File: src/rtl/piece_ctrl_fsm.sv
// Active falling-piece controller: spawn, move, rotate, gravity, hard drop and lock handshake.
// Optional build macro WALL_KICK_EN enables x-1 / x+1 retries for blocked rotations.
package piece_ctrl_pkg;
  typedef logic [3:0][3:0] piece_t;

  typedef struct packed {
    logic [9:0][19:0] screen;
  } game_state_t;

  typedef struct packed {
    logic [4:0] x;
    logic [4:0] y;
    piece_t     piece;
  } active_piece_grid_t;
endpackage

module piece_ctrl_fsm #(
  parameter logic [4:0] SPAWN_X = 5'd7,
  parameter logic [4:0] SPAWN_Y = 5'd4
) (
  input  logic                                clk,
  input  logic                                reset_n,
  input  piece_ctrl_pkg::game_state_t         base_state,
  input  logic                                spawn_valid,
  input  logic [2:0]                          spawn_type,
  output logic                                spawn_ready,
  input  logic                                mv_left,
  input  logic                                mv_right,
  input  logic                                rot_cw,
  input  logic                                hard_drop,
  input  logic                                gravity_tick,
  output piece_ctrl_pkg::active_piece_grid_t  active_piece_grid,
  output logic                                no_piece,
  output logic                                lock_valid,
  input  logic                                lock_ready,
  output logic                                game_over
);
  import piece_ctrl_pkg::*;

  localparam logic [2:0] S_WAIT_SPAWN = 3'd0;
  localparam logic [2:0] S_SPAWN_CHK  = 3'd1;
  localparam logic [2:0] S_IDLE       = 3'd2;
  localparam logic [2:0] S_CHECK      = 3'd3;
  localparam logic [2:0] S_LOCK       = 3'd4;
  localparam logic [2:0] S_OVER       = 3'd5;

  localparam logic [1:0] OP_MOVE = 2'd0;
  localparam logic [1:0] OP_ROT  = 2'd1;
  localparam logic [1:0] OP_GRAV = 2'd2;
  localparam logic [1:0] OP_DROP = 2'd3;

  // Pending/request bit positions
  localparam int unsigned R_DROP  = 4;
  localparam int unsigned R_ROT   = 3;
  localparam int unsigned R_LEFT  = 2;
  localparam int unsigned R_RIGHT = 1;
  localparam int unsigned R_GRAV  = 0;

  function automatic piece_t base_shape(input logic [2:0] t);
    piece_t p;
    p = '0;
    case (t)
      3'd0: begin p[0][1] = 1'b1; p[1][1] = 1'b1; p[2][1] = 1'b1; p[3][1] = 1'b1; end
      3'd1: begin p[1][1] = 1'b1; p[2][1] = 1'b1; p[1][2] = 1'b1; p[2][2] = 1'b1; end
      3'd2: begin p[0][1] = 1'b1; p[1][1] = 1'b1; p[2][1] = 1'b1; p[1][0] = 1'b1; end
      3'd3: begin p[1][0] = 1'b1; p[2][0] = 1'b1; p[0][1] = 1'b1; p[1][1] = 1'b1; end
      3'd4: begin p[0][0] = 1'b1; p[1][0] = 1'b1; p[1][1] = 1'b1; p[2][1] = 1'b1; end
      3'd5: begin p[0][0] = 1'b1; p[0][1] = 1'b1; p[1][1] = 1'b1; p[2][1] = 1'b1; end
      3'd6: begin p[2][0] = 1'b1; p[0][1] = 1'b1; p[1][1] = 1'b1; p[2][1] = 1'b1; end
      default: p = '0;
    endcase
    return p;
  endfunction

  // Clockwise quarter turn inside the 4x4 box (dy grows downward); O sits centred so it is invariant.
  function automatic piece_t turn_cw(input piece_t p);
    piece_t r;
    r = '0;
    for (int unsigned dx = 0; dx < 4; dx++) begin
      for (int unsigned dy = 0; dy < 4; dy++) begin
        r[dx[1:0]][dy[1:0]] = p[dy[1:0]][2'(3 - dx)];
      end
    end
    return r;
  endfunction

  function automatic piece_t shape_rom(input logic [2:0] t, input logic [1:0] rot);
    piece_t r0, r1, r2, r3, res;
    r0 = base_shape(t);
    r1 = turn_cw(r0);
    r2 = turn_cw(r1);
    r3 = turn_cw(r2);
    case (rot)
      2'd0:    res = r0;
      2'd1:    res = r1;
      2'd2:    res = r2;
      default: res = r3;
    endcase
    return res;
  endfunction

  logic [2:0] state_q, state_d;
  logic [4:0] x_q, x_d, y_q, y_d;
  piece_t     piece_q, piece_d;
  logic [2:0] type_q, type_d;
  logic [1:0] rot_q, rot_d;
  logic [4:0] cx_q, cx_d, cy_q, cy_d;
  logic [1:0] crot_q, crot_d;
  logic [1:0] op_q, op_d;
  logic [4:0] pend_q, pend_d;
  logic       no_piece_q, no_piece_d;
  logic       lock_valid_q, lock_valid_d;
  logic       game_over_q, game_over_d;
  logic       spawn_ready_q, spawn_ready_d;
`ifdef WALL_KICK_EN
  logic [1:0] kick_q, kick_d;
`endif

  piece_t     cand_piece;
  logic       collide;
  logic [4:0] req, eff;

  assign cand_piece = shape_rom(type_q, crot_q);
  assign req = {hard_drop, rot_cw, mv_left, mv_right, gravity_tick};
  assign eff = req | pend_q;

  always_comb begin
    int col;
    int row;
    col = 0;
    row = 0;
    collide = 1'b0;
    for (int unsigned dx = 0; dx < 4; dx++) begin
      for (int unsigned dy = 0; dy < 4; dy++) begin
        if (cand_piece[dx[1:0]][dy[1:0]]) begin
          col = int'(cx_q) + int'(dx) - 4;
          row = int'(cy_q) + int'(dy) - 4;
          if (col < 0 || col > 9 || row > 19) begin
            collide = 1'b1;
          end else if (row >= 0 && base_state.screen[col[3:0]][row[4:0]]) begin
            collide = 1'b1;
          end
        end
      end
    end
  end

  always_comb begin
    state_d      = state_q;
    x_d          = x_q;
    y_d          = y_q;
    piece_d      = piece_q;
    type_d       = type_q;
    rot_d        = rot_q;
    cx_d         = cx_q;
    cy_d         = cy_q;
    crot_d       = crot_q;
    op_d         = op_q;
    pend_d       = pend_q;
    no_piece_d   = no_piece_q;
    game_over_d  = game_over_q;
`ifdef WALL_KICK_EN
    kick_d       = kick_q;
`endif

    case (state_q)
      S_WAIT_SPAWN: begin
        pend_d = pend_q | req;
        if (spawn_ready_q && spawn_valid && spawn_type != 3'd7) begin
          type_d  = spawn_type;
          rot_d   = 2'd0;
          x_d     = SPAWN_X;
          y_d     = SPAWN_Y;
          piece_d = shape_rom(spawn_type, 2'd0);
          cx_d    = SPAWN_X;
          cy_d    = SPAWN_Y;
          crot_d  = 2'd0;
          state_d = S_SPAWN_CHK;
        end
      end

      S_SPAWN_CHK: begin
        pend_d = pend_q | req;
        if (collide) begin
          game_over_d = 1'b1;
          state_d     = S_OVER;
        end else begin
          no_piece_d = 1'b0;
          state_d    = S_IDLE;
        end
      end

      S_IDLE: begin
        // Unserviced live pulses fall into pending; left+right together cancel without using the visit.
        pend_d = eff;
        cx_d   = x_q;
        cy_d   = y_q;
        crot_d = rot_q;
`ifdef WALL_KICK_EN
        kick_d = 2'd0;
`endif
        if (eff[R_LEFT] && eff[R_RIGHT] && !eff[R_DROP] && !eff[R_ROT]) begin
          pend_d[R_LEFT]  = 1'b0;
          pend_d[R_RIGHT] = 1'b0;
        end
        if (eff[R_DROP]) begin
          op_d           = OP_DROP;
          cy_d           = y_q + 5'd1;
          pend_d[R_DROP] = 1'b0;
          state_d        = S_CHECK;
        end else if (eff[R_ROT]) begin
          op_d          = OP_ROT;
          crot_d        = rot_q + 2'd1;
          pend_d[R_ROT] = 1'b0;
          state_d       = S_CHECK;
        end else if (eff[R_LEFT] != eff[R_RIGHT]) begin
          op_d            = OP_MOVE;
          cx_d            = eff[R_LEFT] ? x_q - 5'd1 : x_q + 5'd1;
          pend_d[R_LEFT]  = 1'b0;
          pend_d[R_RIGHT] = 1'b0;
          state_d         = S_CHECK;
        end else if (eff[R_GRAV]) begin
          op_d           = OP_GRAV;
          cy_d           = y_q + 5'd1;
          pend_d[R_GRAV] = 1'b0;
          state_d        = S_CHECK;
        end
      end

      S_CHECK: begin
        pend_d = pend_q | req;
        if (!collide) begin
          x_d     = cx_q;
          y_d     = cy_q;
          rot_d   = crot_q;
          piece_d = cand_piece;
          if (op_q == OP_DROP) begin
            cy_d = cy_q + 5'd1;
          end else begin
            state_d = S_IDLE;
          end
        end else begin
          case (op_q)
            OP_GRAV, OP_DROP: state_d = S_LOCK;
            OP_ROT: begin
`ifdef WALL_KICK_EN
              // Kick offsets are taken from the committed x, not the previous retry.
              if (kick_q == 2'd0) begin
                cx_d   = x_q - 5'd1;
                kick_d = 2'd1;
              end else if (kick_q == 2'd1) begin
                cx_d   = x_q + 5'd1;
                kick_d = 2'd2;
              end else begin
                state_d = S_IDLE;
              end
`else
              state_d = S_IDLE;
`endif
            end
            default: state_d = S_IDLE;
          endcase
        end
      end

      S_LOCK: begin
        pend_d = pend_q | req;
        if (lock_valid_q && lock_ready) begin
          no_piece_d = 1'b1;
          pend_d     = '0;
          state_d    = S_WAIT_SPAWN;
        end
      end

      S_OVER: begin
        state_d = S_OVER;
      end

      default: state_d = S_WAIT_SPAWN;
    endcase

    lock_valid_d  = (state_d == S_LOCK);
    spawn_ready_d = (state_d == S_WAIT_SPAWN);
  end

  always_ff @(posedge clk or negedge reset_n) begin
    if (!reset_n) begin
      state_q       <= S_WAIT_SPAWN;
      x_q           <= SPAWN_X;
      y_q           <= SPAWN_Y;
      piece_q       <= '0;
      type_q        <= '0;
      rot_q         <= '0;
      cx_q          <= SPAWN_X;
      cy_q          <= SPAWN_Y;
      crot_q        <= '0;
      op_q          <= OP_MOVE;
      pend_q        <= '0;
      no_piece_q    <= 1'b1;
      lock_valid_q  <= 1'b0;
      game_over_q   <= 1'b0;
      spawn_ready_q <= 1'b0;
`ifdef WALL_KICK_EN
      kick_q        <= '0;
`endif
    end else begin
      state_q       <= state_d;
      x_q           <= x_d;
      y_q           <= y_d;
      piece_q       <= piece_d;
      type_q        <= type_d;
      rot_q         <= rot_d;
      cx_q          <= cx_d;
      cy_q          <= cy_d;
      crot_q        <= crot_d;
      op_q          <= op_d;
      pend_q        <= pend_d;
      no_piece_q    <= no_piece_d;
      lock_valid_q  <= lock_valid_d;
      game_over_q   <= game_over_d;
      spawn_ready_q <= spawn_ready_d;
`ifdef WALL_KICK_EN
      kick_q        <= kick_d;
`endif
    end
  end

  always_comb begin
    active_piece_grid.x     = x_q;
    active_piece_grid.y     = y_q;
    active_piece_grid.piece = piece_q;
  end

  assign no_piece    = no_piece_q;
  assign lock_valid  = lock_valid_q;
  assign game_over   = game_over_q;
  assign spawn_ready = spawn_ready_q;

endmodule

File: config.mk
export PLATFORM = sky130hd
export DESIGN_NAME = piece_ctrl_fsm
export DESIGN_NICKNAME = d
export VERILOG_FILES = /design/src/rtl/piece_ctrl_fsm.sv
export SDC_FILE = /design/constraint.sdc
export NUM_CORES = 1
export LEC_CHECK = 0
export ABC_AREA = 0
export CAP_MARGIN = 20
export CORE_MARGIN = 2
export CORE_UTILIZATION = 56
export DETAILED_ROUTE_END_ITERATION = 8
export PLACE_DENSITY = 0.84
export SLEW_MARGIN = 20
export SYNTH_ARGS = -nofsm -noshare
export SYNTH_HDL_FRONTEND = slang
export SYNTH_SLANG_ARGS = --single-unit
File: constraint.sdc
create_clock -name clk -period 6.5 [get_ports clk]
set_input_delay 1.3 -clock clk [delete_from_list [all_inputs] [get_ports clk]]
set_output_delay 1.3 -clock clk [all_outputs]
set_load 0.01 [all_outputs]
==> results.rst <==
.. list-table::
   :header-rows: 1

   * - Metric
     - Value
   * - Run status
     - finished, final reports clean
   * - Antenna violations before repair
     - 4
   * - Setup TNS
     - 0 ns
   * - Pwr/cell area
     - 279 nW/µm²
   * - Placeable Area
     - 25000 µm²
   * - Layout overhead on the synthesized area
     - 21.6%
   * - Cell count after synthesis
     - 1692
   * - Height of the chip
     - 163 µm
   * - Required time worst endpoint
     - 6.67 ns
   * - Total area of sequential cells
     - 1450 µm²
   * - Avg Cell Area, Syn
     - 8.35 µm²
   * - Slew Limit Fails
     - 0
   * - Via count of the first global-routing pass
     - 15500
   * - Vias per cell
     - 7.66
   * - Syn_nets
     - 1938
   * - Count of H-tree levels built during CTS
     - 3
   * - Post-synth top flop
     - sky130_fd_sc_hd__dfrtp_1
   * - # hold bufs at CTS
     - 0
   * - Leak
     - 0.00618 µW
   * - Detailed Route WL
     - 63600 µm
   * - Category of the worst setup path launch point
     - flip-flop
   * - Floorplan die area
     - 26500 µm²
   * - TritonCTS Buffers
     - 9
   * - Total of fill cells in the finished design
     - 2056
   * - Hold Fails Final Rpt
     - 0
   * - Arr. time, crit path
     - 6.20 ns
   * - Cell chosen for the clock root
     - sky130_fd_sc_hd__clkbuf_16
   * - Clock Skew
     - 0.00429 ns
   * - Final Total Pwr
     - 4790 µW
   * - Remaining routing DRC violations
     - 0
   * - Distinct cells, synth
     - 98
   * - FFs w/ async S/R, synth
     - 100%
   * - Final net count
     - 2115
   * - Top-level I/O count
     - 242
   * - Antenna viol nets, final
     - 0
   * - Global route overflow
     - 0
   * - Fraction of final layout cells with drive strength greater than 1
     - 17.2%
   * - Largest fanout on the critical path
     - 47
   * - Total of flip-flops plus latches after synthesis
     - 57
   * - Setup Viol. Count Final
     - 0
   * - X dimension of the die
     - 163 µm
   * - Total via count in the routed design
     - 16900
   * - Post-CTS setup buffers
     - 0
   * - Sinks on the clock net
     - 57
   * - Cell area after technology mapping
     - 14100 µm²
   * - Effective utilization at floorplan
     - 56.6%
   * - Placer Congestion
     - 1.07
   * - Routed wire per std cell
     - 28.9 µm
   * - Transition at the pin with the smallest max-transition slack
     - 1.21 ns
   * - Wire length of the first global-routing pass
     - 95500 µm
   * - Top area cells in the synthesized netlist
     - sky130_fd_sc_hd__mux4_2 20%, sky130_fd_sc_hd__dfrtp_1 8.5%, sky130_fd_sc_hd__mux2i_1 8.1%, sky130_fd_sc_hd__nand2_1 4.1%, sky130_fd_sc_hd__mux2_2 4.0%
   * - Total track usage
     - 47.2%
   * - Maximum buffer depth of the clock tree
     - 2
   * - Insertion delay to the later sink of the worst-skew pair
     - 0.33 ns
   * - Clock transition at the registers of the reported paths
     - 0.05 ns
   * - Yosys warning total
     - 0
   * - Std-Cell Rows
     - 58
   * - Slew Limit Headroom
     - 19.1%
   * - Maximum number of pins on one net before global-route repair
     - 154
   * - Gates resized, CTS repair
     - 0
   * - Drt first pass iters
     - 6
   * - Max-cap violations
     - 0
   * - Fraction of the cycle the final worst path needs
     - 92.7%
   * - Library cell with the largest summed area after synthesis
     - sky130_fd_sc_hd__mux4_2
   * - Post-DP HPWL
     - 49700 µm
   * - Min cycle time layout
     - 6.02 ns
   * - Multi-input gate area
     - 11800 µm²
   * - Share of synthesized area occupied by flip-flops and latches
     - 10.2%
   * - TritonCTS clock tree
     - built
   * - CP Capture Type
     - flip-flop
   * - Number of enable flip-flop cells after synthesis
     - 0
   * - Setup repair after global routing missed its margin
     - no
   * - Max Freq
     - 166 MHz
   * - Worst setup path category
     - flip-flop to flip-flop
   * - Number of DRC markers after the initial detailed-route iteration
     - 2990
   * - Worst VDD drop
     - 0.000194 V
   * - Area fraction of the dominant cell type after synthesis
     - 19.9%
   * - Buffers on Ports
     - 241
   * - Class of the worst hold path
     - flip-flop to flip-flop
-- stage by stage --
step | hold WS, ns | util (%) | cells | setup slack [ns] | instance area, µm²
2_1_floorplan | 0.450 | - | 1692 | 1.10 | 14100
3_3_place_gp | 0.460 | 67.4 | 2188 | 0.788 | 16800
3_5_place_dp | 0.476 | 67.4 | 2188 | 0.766 | 16800
4_1_cts | 0.487 | 68.8 | 2204 | 0.796 | 17200
5_1_grt | 0.506 | 68.8 | 2205 | 0.343 | 17200
6_report | 0.489 | 68.8 | 2205 | 0.475 | 17200
-- synthesized netlist by cell type (all sizes together), types with 17 or more instances --
master,instances
nor2,112
a31oi,30
nor4,23
o32ai,17
dfrtp,48
a21oi,94
nor3,56
a2111oi,52
nand4,21
xnor2,24
ha,33
buf,73
clkbuf,84
nor2b,55
mux4,125
nand2,157
inv,31
a22oi,21
a211oi,29
o21ai,79
o22ai,21
mux2,54
nand3,84
mux2i,115
-- final cells by class --
| class | count | share of cell area (%) |
|---|---|---|
| repair buffers | 323 | 17.7 |
| multi-input cells | 1440 | 68.7 |
| clock inverters | 5 | 0.451 |
| inverters | 38 | 0.830 |
| diodes | 1 | 0.0146 |
| well taps | 330 | 2.40 |
| flip-flops and latches | 57 | 8.43 |
| clock buffers | 11 | 1.47 |
-- worst paths after layout --
kind                                          start                                to  slack, ns  cells past startpoint
worst max-delay path            cx_q[1]$_DFFE_PN1P_               cy_q[0]$_DFFE_PN0P_       0.48                     17
worst min-delay path            op_q[0]$_DFFE_PN0P_               op_q[0]$_DFFE_PN0P_       0.49                      2
min in group asynchronous                   reset_n  active_piece_grid[9]$_DFFE_PN0P_       1.11                      2
max in group asynchronous                   reset_n               cy_q[0]$_DFFE_PN0P_       4.81                      2
worst min register to register  op_q[0]$_DFFE_PN0P_               op_q[0]$_DFFE_PN0P_       0.49                      2
worst max register to register  cx_q[1]$_DFFE_PN1P_               cy_q[0]$_DFFE_PN0P_       0.48                     17
-- power by group --
| part | total, µW | internal [µW] | switching [µW] | leakage, µW |
|---|---|---|---|---|
| sequential | 463 | 400 | 62.0 | 0.000705 |
| combinational | 3810 | 1520 | 2290 | 0.00532 |
| clock | 523 | 355 | 168 | 0.000162 |
| total | 4790 | 2270 | 2520 | 0.00618 |
-- kinds of logic (layout without fill, tap and decap cells) --
kind of cell | after synthesis | after routing | share of synthesized area (%)
other | 0 | 1 | 0
adders and majority gates | 34 | 34 | 3.06
and+or+nand+nor | 580 | 580 | 20.2
muxes | 294 | 294 | 32.4
AOI/OAI and AO/OA | 496 | 496 | 25.1
buffers and inverters | 195 | 377 | 6.80
xor gates and xnor gates | 36 | 36 | 2.29
DFF | 57 | 57 | 10.2
-- worst max-delay path, stage by stage, from the launching register on --
cell and delay, ns:
sky130_fd_sc_hd__dfstp_4 0.63, sky130_fd_sc_hd__inv_1 0.17, sky130_fd_sc_hd__ha_4 0.71, sky130_fd_sc_hd__buf_4 0.39, sky130_fd_sc_hd__mux4_2 0.61, sky130_fd_sc_hd__a221oi_1 0.52, sky130_fd_sc_hd__buf_4 0.23, sky130_fd_sc_hd__mux2i_1 0.07
sky130_fd_sc_hd__a2111oi_0 0.85, sky130_fd_sc_hd__buf_4 0.23, sky130_fd_sc_hd__nor4_1 0.05, sky130_fd_sc_hd__a31oi_1 0.16, sky130_fd_sc_hd__buf_4 0.15, sky130_fd_sc_hd__nand4_1 0.19, sky130_fd_sc_hd__buf_4 0.23, sky130_fd_sc_hd__nor3_2 0.31
sky130_fd_sc_hd__nand2b_1 0.23, sky130_fd_sc_hd__a41oi_1 0.14
-- placed cells by master, fill, tap and decap left out, types with 21 or more instances in the layout --
| master | n |
|---|---|
| sky130_fd_sc_hd__a22oi_1 | 21 |
| sky130_fd_sc_hd__a2111oi_0 | 50 |
| sky130_fd_sc_hd__mux4_2 | 125 |
| sky130_fd_sc_hd__o21ai_1 | 33 |
| sky130_fd_sc_hd__dfrtp_1 | 47 |
| sky130_fd_sc_hd__ha_1 | 32 |
| sky130_fd_sc_hd__a211oi_1 | 27 |
| sky130_fd_sc_hd__mux2i_1 | 115 |
| sky130_fd_sc_hd__nor2_1 | 110 |
| sky130_fd_sc_hd__nand3_1 | 83 |
| sky130_fd_sc_hd__inv_1 | 28 |
| sky130_fd_sc_hd__nand4_1 | 21 |
| sky130_fd_sc_hd__nor2b_1 | 55 |
| sky130_fd_sc_hd__o21ai_0 | 46 |
| sky130_fd_sc_hd__mux2_2 | 50 |
| sky130_fd_sc_hd__nor4_1 | 23 |
| sky130_fd_sc_hd__nor3_1 | 55 |
| sky130_fd_sc_hd__nand2_1 | 156 |
| sky130_fd_sc_hd__o22ai_1 | 21 |
| sky130_fd_sc_hd__buf_4 | 80 |
| sky130_fd_sc_hd__clkdlybuf4s50_1 | 240 |
| sky130_fd_sc_hd__a31oi_1 | 29 |
| sky130_fd_sc_hd__a21oi_1 | 94 |
-- sequential cells by signal, indices dropped and copies added, names as in the netlist, 2 cells and up --
name,count
rot_q,2
active_piece_grid,16
cx_q,5
x_q,5
op_q,2
crot_q,2
pend_q,5
y_q,5
type_q,3
cy_q,5
state_q,3
-- per-layer routing --
| layer | up-vias | global-route usage [%] | routed length (µm) |
|---|---|---|---|
| met5 | - | 0 | 39 |
| met4 | 6 | 18.2 | 3110 |
| met3 | 253 | 14.3 | 10000 |
| met2 | 1546 | 68.5 | 26700 |
| met1 | 7976 | 66.0 | 23800 |
| li1 | 7100 | - | - |
Note: power is estimated with default switching activity, not from simulation.
==> RTL change 1 (same settings) <==
Add a define of `WALL_KICK_EN`.
--- a/src/rtl/piece_ctrl_fsm.sv
+++ b/src/rtl/piece_ctrl_fsm.sv
@@ -1,5 +1,7 @@
 // Active falling-piece controller: spawn, move, rotate, gravity, hard drop and lock handshake.
 // Optional build macro WALL_KICK_EN enables x-1 / x+1 retries for blocked rotations.
+`define WALL_KICK_EN
+
 package piece_ctrl_pkg;
   typedef logic [3:0][3:0] piece_t;
 
Behaviour: same outputs for any inputs over 4 cycles, from zero or initial values and one cycle with reset_n low; that may be too few to reach the edited logic, so the function may still have changed.
==> RTL change 1 against the unedited design <==
- wire length is 5.3% higher
- sequential cell count is 2 higher
- final area down 1.3%
- clock skew grew 0.0034 ns
- setup slack lost 0.032 ns
- synthesized area rose by 0.44%
- final cell count fell by 0.73%
- critical endpoint is now active_piece_grid[13]
- largest cell class unchanged
Power is left out: it rests on default switching activity, and per cell area and clock period it moved more than threefold.
==> RTL change 1: results (changes against the unedited design) <==
* R2r setup slk at 0.44 ns (-0.03 ns)
* Worst-Skew Late Latency at 0.34 ns
* R2r endpoint: active_piece_grid[13]
* Class of the worst hold path: reg -> reg
* Total track usage at 49.0% (+1.8 points)
* DRC viols at 0 (unchanged)
* CTS root buf: clkbuf_16
* Final hold vios at 0 (unchanged)
* Postcts setup bufs at 0 (unchanged)
* CTS max path bufs at 2 (unchanged)
* Hold path cells at 2 (unchanged)
* Clk_skew at 0.00770 ns (+0.00341 ns)
* Detailed Place HPWL at 52.4 mm (+5.5%)
* Port bufs at 241 (unchanged)
* Post-synth ARST share at 100% (unchanged)
* CP max FO at 49 (+4.3%)
* Synth cell count leaders: nor2_1, mux2i_1, nand2_1, mux2_2, mux4_2
* Slew margin rel. at 19.4% (+0.36 points)
* H-Tree Depth at 3 (unchanged)
* RR Startpoint: cx_q[1]
* Worst path arrival time at 6.33 ns (+0.13 ns)
* R2R depth at 14 (-3)
* First-pass GRT wire length at 99.4 mm (+4.0%)
* Yosys cell types at 92 (-6.1%)
* Worst hold start: game_over
* Routed Wire Length at 67.0 mm (+5.3%)
* Max FFs per register at 16 (unchanged)
* Routability congestion estimate at 1.15 (+7.5%)
* Ys flop type: dfrtp_1
* Syn nets at 1944 (+0.31%)
* Largest net degree at the start of global routing at 141 (-8.4%)
* Vias in the first global route at 15955 (+2.9%)
* Clock transition at the registers of the reported paths at 0.05 ns (about the same)
* Nets at 2096 (-0.90%)
* Hold worst-path end: game_over
* CTS Buf Count at 9 (unchanged)
* Vias at 17353 (+2.8%)
* Share of cells above drive strength 1 at 16.9% (-0.33 points)
* Outcome: finished, final reports clean
* First-pass detailed-route iteration total at 8 (+2)
* CTS resizes at 0 (unchanged)
* Synth Warn # at 0 (unchanged)
* Synth top area cells: mux4_2, mux2i_1, dfrtp_1
* Initial antenna violation count at 5 (+1)
* Number of DRC markers in iteration 0 at 3002 (+0.40%)
* Sequential element share of the synthesized area at 10.5% (+0.31 points)
* Fill cells at 2038 (-0.88%)
==> RTL change 1: critical path, cell delays in order (launching register included) <==
cell	delay [ns]
dfstp_2	0.38
inv_1	0.41
ha_1	0.42
xor2_1	0.22
nand2_1	0.70
a211oi_1	0.81
o21ai_0	0.25
mux4_2	0.55
a311o_1	0.37
a211o_1	0.26
a22oi_1	0.25
nand4_2	0.19
or3_4	0.66
nand2_2	0.25
o221a_1	0.26
==> RTL change 1: cell type report <==
type	count	area share [%]
clock buffers	11	1.43
clock inverters	5	0.310
multi-input cells	1461	69.7
well taps	330	2.44
inverters	30	0.664
flip-flops and latches	59	8.82
repair buffers	291	16.6
diodes	2	0.0295
==> RTL change 1: logic make-up after synthesis <==
kind of cell	synth area share, %
flip-flops	10.5
XOR/XNOR	2.03
AO/OA/AOI/OAI	24.1
AND/OR/NAND/NOR	19.8
buffers and inverters	6.48
adder cells (fa/ha/maj)	2.82
multiplexers	34.3
==> RTL change 1: metal layers <==
layer	track usage [%]	wire length (um)	part of all wire [%]
met1	65.4	24500	37
met2	70.4	27500	41
met3	17.4	10800	16
met4	23.7	4130	6.2
met5	0	43	0.064
==> RTL change 1: how the worst max path moves through the flow <==
stage	from	end	slack [ns]	cells past startpoint
2_1_floorplan	cx_q[1]	y_q[1]	1.14	21
3_3_place_gp	base_state[25]	active_piece_grid[10]	0.81	14
3_5_place_dp	base_state[5]	active_piece_grid[4]	0.73	14
4_1_cts	cx_q[0]	active_piece_grid[13]	0.69	14
5_1_grt	cx_q[0]	active_piece_grid[13]	0.34	14
6_report	cx_q[1]	active_piece_grid[13]	0.44	14
==> RTL change 1: per-stage QoR <==
stage               hold WS, ns  cell area, um^2  worst slack [ns]  utilization, %  instances
floorplan                 0.483            14200              1.14               -       1700
global placement          0.454            16600             0.809            66.5       2170
detailed placement        0.481            16600             0.728            66.5       2170
CTS                       0.488            16900             0.693            67.7       2186
global route              0.522            17000             0.336            67.7       2188
finish                    0.479            17000             0.443            67.7       2189
==> RTL change 2 (same flow settings) <==
Made on the original files. Reset style: synchronous (`reset_n`), changed in one clocked block.
--- a/src/rtl/piece_ctrl_fsm.sv
+++ b/src/rtl/piece_ctrl_fsm.sv
@@ -283,7 +283,7 @@
     spawn_ready_d = (state_d == S_WAIT_SPAWN);
   end
 
-  always_ff @(posedge clk or negedge reset_n) begin
+  always_ff @(posedge clk) begin
     if (!reset_n) begin
       state_q       <= S_WAIT_SPAWN;
       x_q           <= SPAWN_X;
Check against the original RTL: differs if reset_n is asserted again (counterexample within 4 cycles, from zero or initial values and one cycle with reset_n low); with reset_n held inactive, the same outputs for 4 cycles.
==> RTL change 2 against the unedited design <==
- utilization is 0.74 points lower
- setup slack improved by 0.085 ns
- synthesized area is 3.7% lower
- non-clock buffer count decreased by 31
- wire length shrank 6.7%
- final area decreased by 4.5%
- sequential cell count did not move
Power is not compared: it rests on default switching activity, and its combinational part moved more than twofold at a synthesized area within 25%.
==> RTL change 2: results (changes against the unedited design) <==
* Outcome: finished, final reports clean
* Number of DRC markers in iteration 0 at 2790 (-6.7%)
* Ys flop type: dfxtp_1
* Initial antenna violation count at 2 (-2)
* Routed Wire Length at 59.3 mm (-6.7%)
* Yosys cell types at 87 (-11%)
* VDD IR-drop max at 0.157 mV
* Syn nets at 1920 (-0.93%)
* # diodes at 0 (-1)
* Clk_skew at 0.00710 ns (+0.00281 ns)
* Worst-Margin Slew at 1.37 ns (+0.165 ns)
* Nets at 2068 (-2.2%)
* Postcts setup bufs at 0 (unchanged)
* Synth top area cells: mux4_2, mux2i_1, dfxtp_1
* Vias in the first global route at 15342 (-1.1%)
* Worst Path Required at 6.76 ns (+0.09 ns)
* Max FFs per register at 16 (unchanged)
* Total track usage at 44.9% (-2.3 points)
* R2R depth at 15 (-2)
* Worst hold start: active_piece_grid[0]
* CTS Buf Count at 9 (unchanged)
* Detailed Place HPWL at 45.8 mm (-7.9%)
* Synth cell count leaders: mux2i_1, nand2_1, nor2_1, mux4_2, nand3_1
* Routability congestion estimate at 1.08 (+1.3%)
* Crit path kind: reg -> reg
* Largest net degree at the start of global routing at 142 (-7.8%)
* Hold path cells at 2 (unchanged)
* First-pass GRT wire length at 90.5 mm (-5.2%)
* Average vias per placed instance at 7.60 (-0.75%)
* Post-synth ARST share at 0% (-100 points)
* RR Startpoint: cx_q[3]
* Worst slack at placement at 0.953 ns (+0.187 ns)
* CP max FO at 20 (-57%)
* Sequential element share of the synthesized area at 8.39% (-1.8 points)
* Share of cells above drive strength 1 at 14.7% (-2.5 points)
-- RTL change 2: routing by layer --
layer | vias to the layer above | GRT usage (%) | part of all wire (%)
li1 | 6914 | - | -
met1 | 7640 | 60.5 | 37
met2 | 1492 | 67.1 | 42
met3 | 296 | 12.9 | 15
met4 | 2 | 20.1 | 5.6
met5 | - | 0 | 0.022
-- RTL change 2: logic make-up after synthesis --
group,count (synthesis),synth area share (%)
multiplexers,336,35.7
XOR/XNOR,36,2.32
buffers and inverters,180,6.24
flip-flops,57,8.39
adder cells (fa/ha/maj),34,3.18
AND/OR/NAND/NOR,607,21.9
AO/OA/AOI/OAI,424,22.3
-- RTL change 2: where the power goes --
group / switching (mW) / internal (mW) / leakage [nW]
Clock: 0.161 / 0.306 / 0.144
Combinational: 0.377 / 0.349 / 5.25
Sequential: 0.0424 / 0.378 / 0.463
-- RTL change 2: worst max-delay path, stage by stage (launching register included) --
cell,delay [ns]
dfxtp_1,0.74
clkinv_1,0.45
ha_1,0.68
buf_4,0.37
o221ai_1,0.16
o21ai_0,1.10
o22ai_1,0.16
a211o_1,0.34
a221oi_1,0.26
a22oi_1,0.17
nand3_1,0.22
nand3b_1,0.27
nor4_4,0.06
buf_4,0.24
nor2_1,0.34
mux2i_1,0.25
-- RTL change 2: area by class of cell --
| type | count | area, um^2 |
|---|---|---|
| inverter | 25 | 93.8 |
| clock inverter | 3 | 40.0 |
| clock buffer | 13 | 250 |
| fill | 2009 | 7690 |
| sequential | 57 | 1150 |
| timing repair buffer | 292 | 2820 |
| tap | 324 | 405 |
| multi-input combinational | 1437 | 11700 |
-- RTL change 2: final timing paths --
path | endpoint | slack, ns
worst min-delay path | active_piece_grid[0] | 0.46
worst min register to register | active_piece_grid[0] | 0.46
worst max-delay path | active_piece_grid[4] | 0.56
worst max register to register | active_piece_grid[4] | 0.56
-- RTL change 2: through the flow --
step                hold WS, ns  std cells  instance area [um^2]
global route              0.499       2151                 16400
detailed placement        0.455       2135                 16100
global placement          0.445       2135                 16100
CTS                       0.466       2151                 16400
finish                    0.463       2151                 16400
floorplan                 0.444       1674                 13600
